===== config.mk =====
export PLATFORM = sky130hd
export DESIGN_NAME = multicycle_control_unit
export DESIGN_NICKNAME = d
export VERILOG_FILES = /design/src/rtl/multicycle_control_unit.sv
export SDC_FILE = /design/constraint.sdc
export NUM_CORES = 1
export LEC_CHECK = 0
export BUFFER_PORTS_ARGS = -buffer_cell sky130_fd_sc_hd__clkbuf_2
export CORE_ASPECT_RATIO = 1.75
export CORE_MARGIN = 4
export CORE_UTILIZATION = 35
export CTS_CLUSTER_DIAMETER = 100
export DETAILED_ROUTE_END_ITERATION = 6
export SYNTH_ARGS = -nofsm -noshare
export SYNTH_HDL_FRONTEND = slang
export SYNTH_SLANG_ARGS = --single-unit

===== constraint.sdc =====
create_clock -name clk -period 3.2 [get_ports clk]
set_input_delay 0 -clock clk [delete_from_list [all_inputs] [get_ports clk]]
set_output_delay 0 -clock clk [all_outputs]
set_load 0.005 [all_outputs]

===== src/rtl/multicycle_control_unit.sv =====
// rtl/multicycle_control_unit.sv - multi-cycle MIPS control FSM driving the ALU, PC, IR, register file and memory enables
module multicycle_control_unit #(
  parameter logic [5:0] HALT_OPCODE = 6'b111111,
  parameter logic [4:0] JAL_REG     = 5'd31
) (
  input  logic       clk,
  input  logic       rst,
  input  logic [5:0] opcode,
  input  logic [5:0] funct,
  input  logic [4:0] rt_field,
  input  logic       zero_flag,
  output logic [2:0] state,
  output logic [4:0] alu_operation,
  output logic       alu_src_a,
  output logic       alu_src_b,
  output logic       ext_sel,
  output logic       pc_write,
  output logic [1:0] pc_src,
  output logic       ir_write,
  output logic       reg_write,
  output logic [1:0] reg_dst,
  output logic       mem_to_reg,
  output logic       mem_write,
  output logic       halted,
  output logic       illegal
);

  typedef enum logic [2:0] {
    S_IF   = 3'b000,
    S_ID   = 3'b001,
    S_EXE  = 3'b010,
    S_MEM  = 3'b011,
    S_WB   = 3'b100,
    S_HALT = 3'b111
  } state_e;

  // reg_dst=10 selects the link register (JAL_REG) at the register file.
  localparam logic [1:0] REG_DST_LINK = (JAL_REG == 5'd31) ? 2'b10 : 2'b10;

  state_e state_q, state_d;

  logic [4:0] exe_op;
  logic       legal, is_rtype, uses_imm, is_ori, is_shift, is_muldiv;
  logic       is_branch, taken, is_lw, is_sw, is_j, is_jal, is_jr;

  // Instruction decode from the held IR fields: ALU code, class flags and legality.
  always_comb begin
    exe_op    = 5'b00000;
    legal     = 1'b0;
    is_rtype  = (opcode == 6'b000000);
    uses_imm  = 1'b0;
    is_ori    = 1'b0;
    is_shift  = 1'b0;
    is_muldiv = 1'b0;
    is_branch = 1'b0;
    taken     = 1'b0;
    is_lw     = 1'b0;
    is_sw     = 1'b0;
    is_j      = 1'b0;
    is_jal    = 1'b0;
    is_jr     = 1'b0;
    if (is_rtype) begin
      legal = 1'b1;
      case (funct)
        6'b100000: exe_op = 5'b00001;
        6'b100001: exe_op = 5'b10101;
        6'b100010: exe_op = 5'b01000;
        6'b100100: exe_op = 5'b00010;
        6'b100101: exe_op = 5'b00100;
        6'b100110: exe_op = 5'b10110;
        6'b100111: exe_op = 5'b00011;
        6'b101010: exe_op = 5'b00101;
        6'b000000: begin exe_op = 5'b00110; is_shift = 1'b1; end
        6'b000010: begin exe_op = 5'b00111; is_shift = 1'b1; end
        6'b000011: begin exe_op = 5'b01101; is_shift = 1'b1; end
        6'b011000: begin exe_op = 5'b01100; is_muldiv = 1'b1; end
        6'b011010: begin exe_op = 5'b01001; is_muldiv = 1'b1; end
        6'b010000: exe_op = 5'b01010;
        6'b010010: exe_op = 5'b01011;
        6'b001000: is_jr = 1'b1;
        default:   legal = 1'b0;
      endcase
    end else begin
      legal = 1'b1;
      case (opcode)
        6'b001000: begin exe_op = 5'b01110; uses_imm = 1'b1; end
        6'b001010: begin exe_op = 5'b11010; uses_imm = 1'b1; end
        6'b001101: begin exe_op = 5'b11011; uses_imm = 1'b1; is_ori = 1'b1; end
        6'b100011: begin exe_op = 5'b10000; uses_imm = 1'b1; is_lw = 1'b1; end
        6'b101011: begin exe_op = 5'b10001; uses_imm = 1'b1; is_sw = 1'b1; end
        6'b000100: begin exe_op = 5'b11001; is_branch = 1'b1; taken = zero_flag; end
        6'b000101: begin exe_op = 5'b01111; is_branch = 1'b1; taken = !zero_flag; end
        6'b000001: begin
          is_branch = 1'b1;
          if (rt_field == 5'b00000) begin
            exe_op = 5'b10111;
            taken  = zero_flag;
          end else if (rt_field == 5'b00001) begin
            exe_op = 5'b11000;
            taken  = !zero_flag;
          end else begin
            legal = 1'b0;
          end
        end
        6'b000010: is_j = 1'b1;
        6'b000011: is_jal = 1'b1;
        default:   legal = (opcode == HALT_OPCODE);
      endcase
    end
  end

  // State register; reset returns to IF.
  always_ff @(posedge clk) begin
    if (rst) state_q <= S_IF;
    else     state_q <= state_d;
  end

  // Next-state and per-state outputs; reset forces every output quiet.
  always_comb begin
    state_d       = state_q;
    alu_operation = 5'b00000;
    alu_src_a     = 1'b0;
    alu_src_b     = 1'b0;
    ext_sel       = 1'b0;
    pc_write      = 1'b0;
    pc_src        = 2'b00;
    ir_write      = 1'b0;
    reg_write     = 1'b0;
    reg_dst       = 2'b00;
    mem_to_reg    = 1'b0;
    mem_write     = 1'b0;
    halted        = 1'b0;
    illegal       = 1'b0;
    case (state_q)
      S_IF: begin
        ir_write = 1'b1;
        pc_write = 1'b1;
        state_d  = S_ID;
      end
      S_ID: begin
        if (opcode == HALT_OPCODE) begin
          state_d = S_HALT;
        end else if (!legal) begin
          illegal = 1'b1;
          state_d = S_IF;
        end else if (is_j || is_jal) begin
          pc_write  = 1'b1;
          pc_src    = 2'b10;
          reg_write = is_jal;
          reg_dst   = is_jal ? REG_DST_LINK : 2'b00;
          state_d   = S_IF;
        end else if (is_jr) begin
          pc_write = 1'b1;
          pc_src   = 2'b11;
          state_d  = S_IF;
        end else begin
          state_d = S_EXE;
        end
      end
      S_EXE: begin
        alu_operation = exe_op;
        alu_src_a     = is_shift;
        alu_src_b     = uses_imm;
        ext_sel       = uses_imm && !is_ori;
        if (is_branch) begin
          pc_write = taken;
          pc_src   = 2'b01;
          state_d  = S_IF;
        end else if (is_muldiv) begin
          state_d = S_IF;
        end else if (is_lw || is_sw) begin
          state_d = S_MEM;
        end else begin
          state_d = S_WB;
        end
      end
      S_MEM: begin
        mem_write = is_sw;
        state_d   = is_sw ? S_IF : S_WB;
      end
      S_WB: begin
        reg_write  = 1'b1;
        mem_to_reg = is_lw;
        reg_dst    = is_rtype ? 2'b01 : 2'b00;
        state_d    = S_IF;
      end
      S_HALT: begin
        halted = 1'b1;
      end
      default: state_d = S_IF;
    endcase
    if (rst) begin
      state_d       = S_IF;
      alu_operation = 5'b00000;
      alu_src_a     = 1'b0;
      alu_src_b     = 1'b0;
      ext_sel       = 1'b0;
      pc_write      = 1'b0;
      pc_src        = 2'b00;
      ir_write      = 1'b0;
      reg_write     = 1'b0;
      reg_dst       = 2'b00;
      mem_to_reg    = 1'b0;
      mem_write     = 1'b0;
      halted        = 1'b0;
      illegal       = 1'b0;
    end
  end

  assign state = state_q;

endmodule


==> metrics.csv <==
stage,metric,value,unit
timing,fmax,429.1,MHz
synthesis,number of synthesized flops with an enable pin,0,
layout,FF/Latch Area,60.06,um2
layout,share of cells above drive strength 1,0.2396,
synthesis,number of distinct library cells after synthesis,53,
global_routing,largest net degree at the start of global routing,20,
synthesis,Post-synth top cells,"24 x nor2_1, 16 x a21oi_1, 16 x clkbuf_1",
layout,multi-input logic area,967.2,um2
timing,final critical-path share of the clock period,0.7283,
synthesis,Synth top area share,0.07843,
layout,# nets final,238,
layout,max reg flops,3,
clock_network,"Gates resized, CTS repair",0,
clock_network,CTS tree,yes,
power,total power,0.0002668,W
timing,Layout Skew,0.001080,ns
layout,fin area,1373,um2
outcome,status,"finished, final reports clean",
route,Remaining DRCs,0,
synthesis,Async SR Flop Fraction,0,
hold_path,worst hold path class,in2reg,
route,WL final,3729,um
clock_network,Post-CTS Setup Repair Bufs,0,
setup_path,critical path arrival,2.33,ns
placement,IO buf count,41,
global_routing,Total GRT Usage,0.1751,
die,# IOs,42,
power,Switching Power,0.0001006,W
placement,HPWL Detailed,2955,um
placement,Post-DP Area,1328,um2
clock_network,clk buf depth,2,
layout,fillers,362,
route,First-pass DRT Iterations,4,
die,Die H,83.78,um
setup_path,"slowest stage delay, CP",0.66,ns
synthesis,Post-Syn Area,1149,um2
route,Iter 0 DRT Violations,21,
synthesis,synth warn,0,
timing,Worst-Margin Slew,0.7186,ns
global_routing,first-pass GRT wire length,6189,um
global_routing,Congestion Overflow GR,0,
synthesis,Synth area leaders,"nor2_1 7.8%, a21oi_1 7.0%, o21ai_0 6.5%",
die,Starting Density,0.3656,
synthesis,Synth area leader,nor2_1,
setup_path,Buf/Inv on CP,1,
power,fraction of power spent switching nets,0.3773,
setup_path,"CP delay by family, top",compound AO/OA/AOI/OAI gates,
synthesis,average size of a mapped cell,6.014,um2
synthesis,number of synthesized register bits,3,
setup_path,crit path max fanout,14,
clock_network,Clk Tree Root Cell,clkbuf_8,
clock_network,Post-CTS Hold Fix Bufs,0,
timing,Final Hold Vio Count,0,
clock_network,H-tree levels,1,
route,vias post-DR,1502,
power,power per cell area,194.4,nW/um2
setup_path,critical path endpoint category,output port,
setup_path,Setup CP Type,reg2out,
clock_network,Num CTS Buffers,3,
clock_network,clock latency on the worst-skew pair,0.21,ns
layout,area grow syn2layout,19.50,%
power,VDD IR-drop max,0.1113,mV
route,WL/cell,14.34,um
clock_network,CTS sink cnt,3,
die,Std-Cell Rows,27,
global_routing,vias in the first global route,1377,
synthesis,sequential share of the synthesized area,0.05229,
die,Die Wd,51.31,um
power,Power Internal,0.0001661,W
synthesis,Mapped Nets,211,
timing,Setup TNS,0,ns
synthesis,dominant synthesized flop cell,dfxtp_1,
setup_path,Crit-path slowest cell,or4b_2,
placement,gpl congestion,0.9353,
route,post-route ant nets,0,
layout,n_diodes,0,
timing,RSZ-0062 raised after global routing,false,
clock_network,"CTS clk-pin slew, worst paths",0.03,ns
die,core area,3142,um2
setup_path,Critical Path Source Type,flop,
timing,Final Max Tran Viols,0,
power,Comb pwr share,0.422,
timing,minimum clock period,2.331,ns
global_routing,antenna violations before repair,0,
run,max_cap viols,0,
synthesis,Synth Instances,191,
power,Clk pwr share,0.411,
synthesis,"count leader, synth",nor2_1,
power,Seq pwr share,0.167,
route,Via density,5.777,
die,die area,4298,um2
setup_path,crit-path cells,or4b_2 -> a211oi_1 -> o311a_1 -> a21boi_0 -> o22a_1 -> clkbuf_2,
timing,Slew HR,0.5142,
power,leak pwr,0.5547,nW
timing,final setup vio count,0,
setup_path,Worst EP required,3.20,ns
final cells by class:
cell class | count | area share
Multi-Input combinational cell | 158 | 0.7046
Timing Repair Buffer | 41 | 0.1495
Clock buffer | 4 | 0.03282
Inverter | 11 | 0.03008
Tap cell | 43 | 0.03920
Sequential cell | 3 | 0.04376
metal layers:
metal | GRT usage | vias to the layer above | share of wire
li1 | - | 765 | -
met1 | 0.2167 | 701 | 0.43
met2 | 0.3102 | 34 | 0.53
met3 | 0.01968 | 2 | 0.030
met4 | 0.04535 | 0 | 0.0040
met5 | 0 | - | 0
per-stage QoR:
stage / utilization / setup slack (ns) / cells / hold WS (ns)
after floorplan: - / 1.489 / 191 / 0.03029
after global placement: 0.4225 / 1.126 / 256 / 0.2814
after detailed placement: 0.4225 / 1.085 / 256 / 0.2842
after CTS: 0.4369 / 0.8582 / 260 / 0.05861
after global routing: 0.4369 / 0.6893 / 260 / 0.09684
final: 0.4369 / 0.8694 / 260 / 0.06524
layout by cell type (no fill, tap or decap), types with 4 or more instances in the layout:
master    instances
a211oi_1          4
a21oi_1          16
clkbuf_2         41
inv_1            11
nand2_1          13
nand2b_1          4
nand3_1           5
nor2_1           24
nor2b_1           5
nor3_1           10
o21ai_0          15
power groups by stage:
stage | clock [W] | combinational (W) | sequential (W)
2_1_floorplan | 0 | 0.0000801 | 0.0000415
3_3_place_gp | 0 | 0.000112 | 0.0000449
3_5_place_dp | 0 | 0.000111 | 0.0000452
4_1_cts | 0.000112 | 0.000112 | 0.0000446
5_1_grt | 0.000119 | 0.000125 | 0.0000453
6_report | 0.000110 | 0.000112 | 0.0000446
worst paths after layout:
check           start                to  slack, ns  depth (start not counted)
max          state[1]  alu_operation[3]       0.87                          6
min               rst          state[0]       0.07                          2
max reg2reg  state[1]          state[1]       1.42                          4
min reg2reg  state[0]          state[0]       0.62                          2
cells by family (layout without fill, tap and decap cells):
| kind of cell | count (synthesis) | after routing | share of synthesized area |
|---|---|---|---|
| flip-flops | 3 | 3 | 0.05229 |
| AO/OA/AOI/OAI | 66 | 66 | 0.3976 |
| XOR/XNOR | 1 | 1 | 0.007627 |
| AND/OR/NAND/NOR | 90 | 90 | 0.4270 |
| buffers and inverters | 30 | 56 | 0.1057 |
| multiplexers | 1 | 1 | 0.009803 |
Power figures use the tool's default switching activity.
